## config.mk

```make
export PLATFORM = sky130hd
export DESIGN_NAME = uart_rx_flat
export DESIGN_NICKNAME = d
export VERILOG_FILES = /design/src/rtl/uart_pkg.sv /design/src/rtl/uart_rx_if.sv /design/src/rtl/uart_baud_tick.sv /design/src/rtl/uart_rx.sv /design/src/flat_wrapper.sv
export SDC_FILE = /design/constraint.sdc
export NUM_CORES = 1
export LEC_CHECK = 0
export BUFFER_PORTS_ARGS = -buffer_cell sky130_fd_sc_hd__clkbuf_2
export CORE_MARGIN = 4
export CORE_UTILIZATION = 30
export DETAILED_ROUTE_END_ITERATION = 8
export SLEW_MARGIN = 5
export SYNTH_ARGS = -nofsm -noshare
export SYNTH_HDL_FRONTEND = slang
export SYNTH_SLANG_ARGS = --single-unit
```

## constraint.sdc

```tcl
create_clock -name clk -period 2.4 [get_ports clk]
set_input_delay 0.24 -clock clk [delete_from_list [all_inputs] [get_ports clk]]
set_output_delay 0.24 -clock clk [all_outputs]
set_load 0.02 [all_outputs]
```

## src/rtl/uart_pkg.sv

```systemverilog
// Shared UART definitions: receiver/transmitter state encoding and default frame geometry.
// Pure declarations; no latency, no flow control.
package uart_pkg;

    typedef enum logic [2:0] {
        S_IDLE   = 3'd0,
        S_START  = 3'd1,
        S_DATA   = 3'd2,
        S_PARITY = 3'd3,
        S_STOP   = 3'd4,
        S_BREAK  = 3'd5
    } uart_state_t;

    localparam int DEF_DATA_BITS  = 8;
    localparam int DEF_OVERSAMPLE = 16;

endpackage

```

## src/rtl/uart_rx_if.sv

```systemverilog
// Receiver-side bundle: programmed divisor and serial pin in, received byte and status out.
// UART_RX_PARITY_EN adds parity_odd / parity_err.
interface uart_rx_if #(
    parameter int DATA_BITS = uart_pkg::DEF_DATA_BITS,
    parameter int DIV_W     = 32
) ();
    logic [DIV_W-1:0]     clk_div;
    logic                 rx;
    logic [DATA_BITS-1:0] rx_data;
    logic                 rx_done;
    logic                 frame_err;
    logic                 busy;
`ifdef UART_RX_PARITY_EN
    logic                 parity_odd;
    logic                 parity_err;

    modport slave  (input  clk_div, rx, parity_odd,
                    output rx_data, rx_done, frame_err, busy, parity_err);
    modport master (output clk_div, rx, parity_odd,
                    input  rx_data, rx_done, frame_err, busy, parity_err);
`else
    modport slave  (input  clk_div, rx,
                    output rx_data, rx_done, frame_err, busy);
    modport master (output clk_div, rx,
                    input  rx_data, rx_done, frame_err, busy);
`endif
endinterface

```

## src/rtl/uart_baud_tick.sv

```systemverilog
// Oversampling tick generator: tick every clk_div+1 clocks, combinational from the count register.
// No backpressure; clear holds the count at 0 so the first tick lands clk_div+1 cycles after release.
module uart_baud_tick #(
    parameter int DIV_W = 32
) (
    input  logic             clk,
    input  logic             reset_n,
    input  logic             clear,
    input  logic [DIV_W-1:0] clk_div,
    output logic             tick
);
    logic [DIV_W-1:0] cnt;

    // >= rather than == so lowering clk_div mid-count cannot skip the wrap
    assign tick = !clear && (cnt >= clk_div);

    always_ff @(posedge clk) begin
        if (!reset_n || clear) begin
            cnt <= '0;
        end else if (cnt >= clk_div) begin
            cnt <= '0;
        end else begin
            cnt <= cnt + DIV_W'(1);
        end
    end
endmodule

```

## src/rtl/uart_rx.sv

```systemverilog
// Oversampling UART receiver; rx_done strobes one cycle after the clock edge sampling mid stop bit.
// No backpressure: each byte is presented once; UART_RX_PARITY_EN adds a parity bit before stop.
module uart_rx
    import uart_pkg::*;
#(
    parameter int DATA_BITS  = DEF_DATA_BITS,
    parameter int OVERSAMPLE = DEF_OVERSAMPLE,
    parameter int DIV_W      = 32
) (
    input  logic     clk,
    input  logic     reset_n,
    uart_rx_if.slave bus
);
    localparam int SW = $clog2(OVERSAMPLE);
    localparam int BW = (DATA_BITS > 1) ? $clog2(DATA_BITS) : 1;
    localparam logic [SW-1:0] SC_MID  = SW'(OVERSAMPLE / 2 - 1);
    localparam logic [SW-1:0] SC_END  = SW'(OVERSAMPLE - 1);
    localparam logic [BW-1:0] BI_LAST = BW'(DATA_BITS - 1);

    uart_state_t          state, state_n;
    logic [SW-1:0]        scnt, scnt_n;
    logic [BW-1:0]        bidx, bidx_n;
    logic [DATA_BITS-1:0] shreg, shreg_n;
    logic [DATA_BITS-1:0] data_q, data_n;
    logic                 done_q, done_n;
    logic                 ferr_q, ferr_n;
    logic                 rx_m, rx_s;
    logic                 tick;
`ifdef UART_RX_PARITY_EN
    logic                 par_q, par_n;
    logic                 perr_q, perr_n;
`endif

    always_ff @(posedge clk) begin
        if (!reset_n) begin
            rx_m <= 1'b1;
            rx_s <= 1'b1;
        end else begin
            rx_m <= bus.rx;
            rx_s <= rx_m;
        end
    end

    uart_baud_tick #(.DIV_W(DIV_W)) u_baud_tick (
        .clk     (clk),
        .reset_n (reset_n),
        .clear   (state == S_IDLE),
        .clk_div (bus.clk_div),
        .tick    (tick)
    );

    always_comb begin
        state_n = state;
        scnt_n  = scnt;
        bidx_n  = bidx;
        shreg_n = shreg;
        data_n  = data_q;
        done_n  = 1'b0;
        ferr_n  = ferr_q;
`ifdef UART_RX_PARITY_EN
        par_n   = par_q;
        perr_n  = perr_q;
`endif
        case (state)
            S_IDLE: begin
                if (!rx_s) begin
                    state_n = S_START;
                    scnt_n  = '0;
                end
            end
            S_START: begin
                if (tick) begin
                    if (scnt == SC_MID) begin
                        scnt_n  = '0;
                        bidx_n  = '0;
                        state_n = rx_s ? S_IDLE : S_DATA;
                    end else begin
                        scnt_n = scnt + SW'(1);
                    end
                end
            end
            S_DATA: begin
                if (tick) begin
                    if (scnt == SC_END) begin
                        scnt_n  = '0;
                        // line order is LSB first, so new bits enter at the top
                        shreg_n = DATA_BITS'({rx_s, shreg} >> 1);
                        bidx_n  = bidx + BW'(1);
                        if (bidx == BI_LAST) begin
`ifdef UART_RX_PARITY_EN
                            state_n = S_PARITY;
`else
                            state_n = S_STOP;
`endif
                        end
                    end else begin
                        scnt_n = scnt + SW'(1);
                    end
                end
            end
`ifdef UART_RX_PARITY_EN
            S_PARITY: begin
                if (tick) begin
                    if (scnt == SC_END) begin
                        scnt_n  = '0;
                        par_n   = rx_s;
                        state_n = S_STOP;
                    end else begin
                        scnt_n = scnt + SW'(1);
                    end
                end
            end
`endif
            S_STOP: begin
                if (tick) begin
                    if (scnt == SC_END) begin
                        scnt_n  = '0;
                        data_n  = shreg;
                        done_n  = 1'b1;
                        ferr_n  = ~rx_s;
`ifdef UART_RX_PARITY_EN
                        perr_n  = ((^shreg) ^ par_q) != bus.parity_odd;
`endif
                        state_n = rx_s ? S_IDLE : S_BREAK;
                    end else begin
                        scnt_n = scnt + SW'(1);
                    end
                end
            end
            S_BREAK: begin
                if (rx_s) state_n = S_IDLE;
            end
            default: state_n = S_IDLE;
        endcase
    end

    always_ff @(posedge clk) begin
        if (!reset_n) begin
            state  <= S_IDLE;
            scnt   <= '0;
            bidx   <= '0;
            shreg  <= '0;
            data_q <= '0;
            done_q <= 1'b0;
            ferr_q <= 1'b0;
`ifdef UART_RX_PARITY_EN
            par_q  <= 1'b0;
            perr_q <= 1'b0;
`endif
        end else begin
            state  <= state_n;
            scnt   <= scnt_n;
            bidx   <= bidx_n;
            shreg  <= shreg_n;
            data_q <= data_n;
            done_q <= done_n;
            ferr_q <= ferr_n;
`ifdef UART_RX_PARITY_EN
            par_q  <= par_n;
            perr_q <= perr_n;
`endif
        end
    end

    assign bus.rx_data   = data_q;
    assign bus.rx_done   = done_q;
    assign bus.frame_err = ferr_q;
    assign bus.busy      = (state != S_IDLE);
`ifdef UART_RX_PARITY_EN
    assign bus.parity_err = perr_q;
`endif
endmodule
```

## src/flat_wrapper.sv

```systemverilog
// flat-port wrapper written by rule: the top's interface ports become plain ports
module uart_rx_flat import uart_pkg::*;
#(
    parameter int DATA_BITS  = DEF_DATA_BITS,
    parameter int OVERSAMPLE = DEF_OVERSAMPLE,
    parameter int DIV_W      = 32
)
  (clk, reset_n, bus_clk_div, bus_rx, bus_rx_data, bus_rx_done, bus_frame_err, bus_busy);
  uart_rx_if #(.DATA_BITS(DATA_BITS), .DIV_W(DIV_W)) bus_i ();
  input  logic clk;
  input  logic reset_n;
  input wire logic [$bits(bus_i.clk_div)-1:0] bus_clk_div;
  input wire logic [$bits(bus_i.rx)-1:0] bus_rx;
  output wire logic [$bits(bus_i.rx_data)-1:0] bus_rx_data;
  output wire logic [$bits(bus_i.rx_done)-1:0] bus_rx_done;
  output wire logic [$bits(bus_i.frame_err)-1:0] bus_frame_err;
  output wire logic [$bits(bus_i.busy)-1:0] bus_busy;
  assign bus_i.clk_div = bus_clk_div;
  assign bus_i.rx = bus_rx;
  assign bus_rx_data = bus_i.rx_data;
  assign bus_rx_done = bus_i.rx_done;
  assign bus_frame_err = bus_i.frame_err;
  assign bus_busy = bus_i.busy;
  uart_rx #(.DATA_BITS(DATA_BITS), .OVERSAMPLE(OVERSAMPLE), .DIV_W(DIV_W)) u_core (.clk(clk), .reset_n(reset_n), .bus(bus_i));
endmodule
```

Word level (Yosys, flattened, before mapping)
Cells that the tools add are included.

word-level totals
  flip-flop bits (word level) = 62
  output and inout port bits = 11

operators by class
  $add $sub $neg = 3
  order comparisons = 1
  equality and inequality tests = 17
  multiplexer cells = 24
  bitwise gates (word level) = 1
  reduce and logical (&&, ||, !) cells = 16

operator list
  operator                                       count
  2-to-1 mux 3 bit                               14
  adder 32 x 1 -> 32 bit, second input constant  1
  >= comparator 32 bit                           1
  2-to-1 mux 4 bit                               5
  != test 2 x 1 -> 1 bit, second input constant  9
  one-hot mux 3 bit (5 select lines)             1
  one-hot mux 4 bit (3 select lines)             1
  == test 3 bit, second input constant           3
  AND reduction 3 bit                            3
  AND reduction 9 bit                            1
  one-hot mux 3 bit (2 select lines)             1
  nonzero test 3 bit                             2
  AND reduction 5 bit                            1
  adder 4 x 1 -> 4 bit, second input constant    1
  == test 4 x 3 -> 1 bit, second input constant  1
  == test 4 bit, second input constant           1
  AND reduction 4 bit                            1
  OR reduction 2 bit                             2
  adder 3 x 1 -> 3 bit, second input constant    1
  == test 3 x 1 -> 1 bit, second input constant  1
  == test 3 x 2 -> 1 bit, second input constant  1
  zero test 3 bit                                1
  zero test 1 bit                                2
  2-to-1 mux 2 bit                               1
  6 further kinds                                6

Depth between registers and ports, before layout
  depth in word-level cells = 5
  gate-level depth with buffers = 10
  depth with buffers taken out = 9

Modules after synthesis
A second synthesis with hierarchy kept.

unflattened totals
  cell total of the unflattened synthesis = 418
  area, all modules = 3,559.7 um^2

modules (own cells, without submodules)
  module          instances  cells each  area an instance (um^2)  sequential area each (um^2)
  uart_baud_tick  1          273         2,213.4                  640.6
  uart_rx         1          145         1,346.3                  600.6

Least setup slack after synthesis
No wires, ideal clock.

  kind = register to register
  from = register u_core.u_baud_tick.cnt[10]
  to = register u_core.state[0]
  arrival time = 2.077 ns
  data required time = 2.325 ns
  setup slack = 0.248 ns
  stages on the path, launching flop included = 9
  path through = dfxtp_1 > ha_1 > nand4_1 > nor3_2 > a21oi_1 > a211oi_4 > nor2_2 > or4_1 > a31oi_1

between the ends
  word-level cells in the longest chain between the ends = 4
  elaborated cells between the ends (all ways) = 6

ends and longest elaborated chain
  item                                      line                  text
  start: declaration                        uart_baud_tick.sv:12  logic [DIV_W-1:0] cnt;
  start signal: assignment                  uart_baud_tick.sv:23  cnt <= cnt + DIV_W'(1);
  >= comparator 32 bit (*)                  uart_baud_tick.sv:15  assign tick = !clear && (cnt >= clk_div);
  logical AND 1 bit (*)                     uart_baud_tick.sv:15
  != test 2 x 1 -> 1 bit (no source line)   -
  AND reduction 9 bit (no source line) (*)  -
  end signal: assignment                    uart_rx.sv:151        state <= state_n;
  end: declaration                          uart_rx.sv:20         uart_state_t state, state_n;

Mark *: on every way between the ends. The rest lies on a longest branch, timed or not.
A chain may end at the register's enable or synchronous reset.

Worst setup path in the final report
  from = register u_core.u_baud_tick.cnt[9]
  to = register u_core.shreg[7]

between the ends
  word-level cells in the longest chain between the ends = 3

ends and longest elaborated chain
  item                                  line                  text
  >= comparator 32 bit                  uart_baud_tick.sv:15
  logical AND 1 bit                     uart_baud_tick.sv:15
  AND reduction 3 bit (no source line)  -
  end signal: assignment                uart_rx.sv:154        shreg <= shreg_n;
  end: declaration                      uart_rx.sv:23         logic [DATA_BITS-1:0] shreg, shreg_n;

Every way passes these cells.

==> out/qor.txt <==
Status: complete, no violations
IO Count: 46
GRT Total Usage: 11.74%
Clock Skew: 0.009071 ns
Crit Path Category: reg -> reg
Vias in the first global route: 2,869
Nets: 546
Shortest period the worst path allows: 2.263 ns
Worst setup SP type: register
Routed via count: 2,921
Layout cell share with drive strength beyond 1: 21.46%
CTS Buffer Depth: 2
Post-synth EDFFs: 0
DP Worst Slack: 0.01413 ns
Root buffer cell: clkbuf_16
Clk_lat worst skew: 0.32 ns
Vias per cell: 4.711
GP Congestion: 0.7893
Slew Limit Fails: 0
Mapped Avg Cell Area: 8.382 sq um
Slew margin rel.: 66.90%
Tcrit/Tclk final: 94.29%
CP arrival: 2.51 ns
Mapped Area: 0.003453 sq mm
Row count: 38
Die height: 115.3 um
Number of max-cap violations: 0
Setup slack after layout: 0.1371 ns
Setup_tns: 0 ns
Drt drc: 0
CTS Buf Count: 9
Top_reg_cell synth: dfxtp_1
#FFs+latches synth: 62
Crit. End Element: register
Static Leak: 1.886 nW
Hold Slack: 0.09624 ns
Dominant cells by area after synthesis: dfxtp_1, ha_1, nor2_1
Endpoints failing hold: 0
Area Growth Syn to Fin: 26.78%
Synth cell types: 50
CTS tree: built
YS warnings: 0
DRT iter0 DRCs: 105
First-pass GRT wire length: 12,610 um
Dpl hpwl: 5711 um
Sequential-to-total area share from yosys stat: 35.94%
Dpl cells: 602
Clock sink total: 62
Die area: 0.01329 sq mm
Initial Util: 31.31%
Overflow after GRT: 0
Endpoints failing setup: 0
Worst Path Max Fanout: 8
First-pass DRT Iterations: 4
Port bufs: 45
Initial antenna violation count: 0
Largest net degree at the start of global routing: 25
Synth area leader: dfxtp_1
Drt wl/cell: 12.07 um
DRT antenna net count: 0
Synth async-reset ratio: 0%
Clk slew on worst S/H paths: 0.05 ns
Critical Path RT: 2.65 ns
Placed Area: 0.003949 sq mm
Worst IR Drop VDD: 0.3974 mV
ANT cells: 0
Post-Syn Nets: 483
Syn Inst Count: 412
Hold crit path type: in -> reg
Final Power: 2.608 mW
Total Wirelength: 7484 um
Final cell count without fillers: 620
Post-route cell area: 0.004378 sq mm
Final Util: 39.69%
Core area: 0.01103 sq mm
Power density over cell area: 595.7 mW/mm^2
R2r setup slk: 0.14 ns
CTS H-tree depth: 3
Slew @ Worst Pin: 0.4964 ns
Synth top area share: 35.94%
Die W: 115.3 um
F_max: 0.4419 GHz
-- synthesized netlist by cell type (3+ instances only) --
master    count
dfxtp_1      62
nand4_1       9
and4_1        5
nor2_1       55
a21oi_1      19
a221oi_1      3
nand2_1      37
clkbuf_1     10
a211oi_1      3
nand2b_1      7
xor2_1       18
mux2i_1      13
and2_1        4
nand3_1      23
and3_1        7
inv_1        36
ha_1         36
xnor2_1      12
o21ai_0      17
-- logic make-up (layout without fill, tap and decap cells) --
| logic type | count (synthesis) | count (layout) | share of synthesized area, % |
|---|---|---|---|
| mux | 14 | 14 | 4.094 |
| flops | 62 | 62 | 35.94 |
| buf+inv | 50 | 118 | 5.543 |
| compound gates | 59 | 59 | 10.91 |
| fa+ha+maj | 36 | 36 | 13.04 |
| simple gates | 161 | 161 | 22.86 |
| xor+xnor | 30 | 30 | 7.609 |
-- final timing paths --
check                                 endpoint  depth (start not counted)                                 start
setup / recovery  u_core.shreg[7]$_SDFFE_PN0P_                         10  u_core.u_baud_tick.cnt[9]$_SDFF_PP0_
hold / removal          u_core.rx_m$_SDFF_PN1_                          2                                bus_rx
setup reg to reg  u_core.shreg[7]$_SDFFE_PN0P_                         10  u_core.u_baud_tick.cnt[9]$_SDFF_PP0_
hold reg to reg         u_core.rx_s$_SDFF_PN1_                          1                u_core.rx_m$_SDFF_PN1_
-- area by class of cell --
class	instances	area [sq um]
Fill cell	1113	6653
Multi-Input combinational cell	300	2103
Sequential cell	62	1242
Timing Repair Buffer	65	400.4
Clock buffer	13	250.2
Tap cell	140	175.2
Inverter	37	138.9
Clock inverter	3	67.56
-- report_power, final --
group | switching [mW] | total (mW) | internal, mW
Combinational | 0.101 | 0.172 | 0.0713
Clock | 0.448 | 1.39 | 0.938
Sequential | 0.0121 | 1.05 | 1.04
-- cell usage in the layout, fill, tap and decap left out, types with 4 or more instances in the layout --
master     Yosys  layout
a21oi_1       19      17
and2_1         4       4
and3_1         7       7
and4_1         5       5
buf_4          0      18
clkbuf_16      0       9
clkbuf_2       1      45
dfxtp_1       62      61
ha_1          36      33
inv_1         36      36
mux2i_1       13      13
nand2_1       37      37
nand2b_1       7       7
nand3_1       23      23
nand4_1        9       9
nor2_1        55      55
o21ai_0       17      17
xnor2_1       12      12
xor2_1        18      18
-- layer usage --
layer | routed length [um] | GRT usage (%) | up-vias
li1 | - | - | 1533
met1 | 3481 | 14.35 | 1334
met2 | 3545 | 19.52 | 43
met3 | 314 | 3.368 | 11
met4 | 143 | 4.538 | 0
met5 | 0 | 0 | -
-- flip-flops by register name, summed over array words and instances, names as in the netlist --
register,count
u_core.bidx,3
u_core.bus.frame_err,1
u_core.bus.rx_data,8
u_core.bus.rx_done,1
u_core.rx_m,1
u_core.rx_s,1
u_core.scnt,4
u_core.shreg,8
u_core.state,3
u_core.u_baud_tick.cnt,32
-- worst max-delay path, stage by stage (launching register included) --
cell      delay (ns)
dfxtp_1         0.35
ha_4            0.28
nand4_1         0.14
nor3_2          0.23
a21oi_2         0.10
a211oi_4        0.35
o21ai_1         0.11
buf_4           0.18
nor2_4          0.12
buf_12          0.14
mux2i_1         0.18
-- repair_timing --
item,in CTS,in global routing
endpoints found under the setup margin,0,46
hold buffers,0,0
setup buffers,0,2
resized for setup,0,13
(Power assumes the default switching activity.)
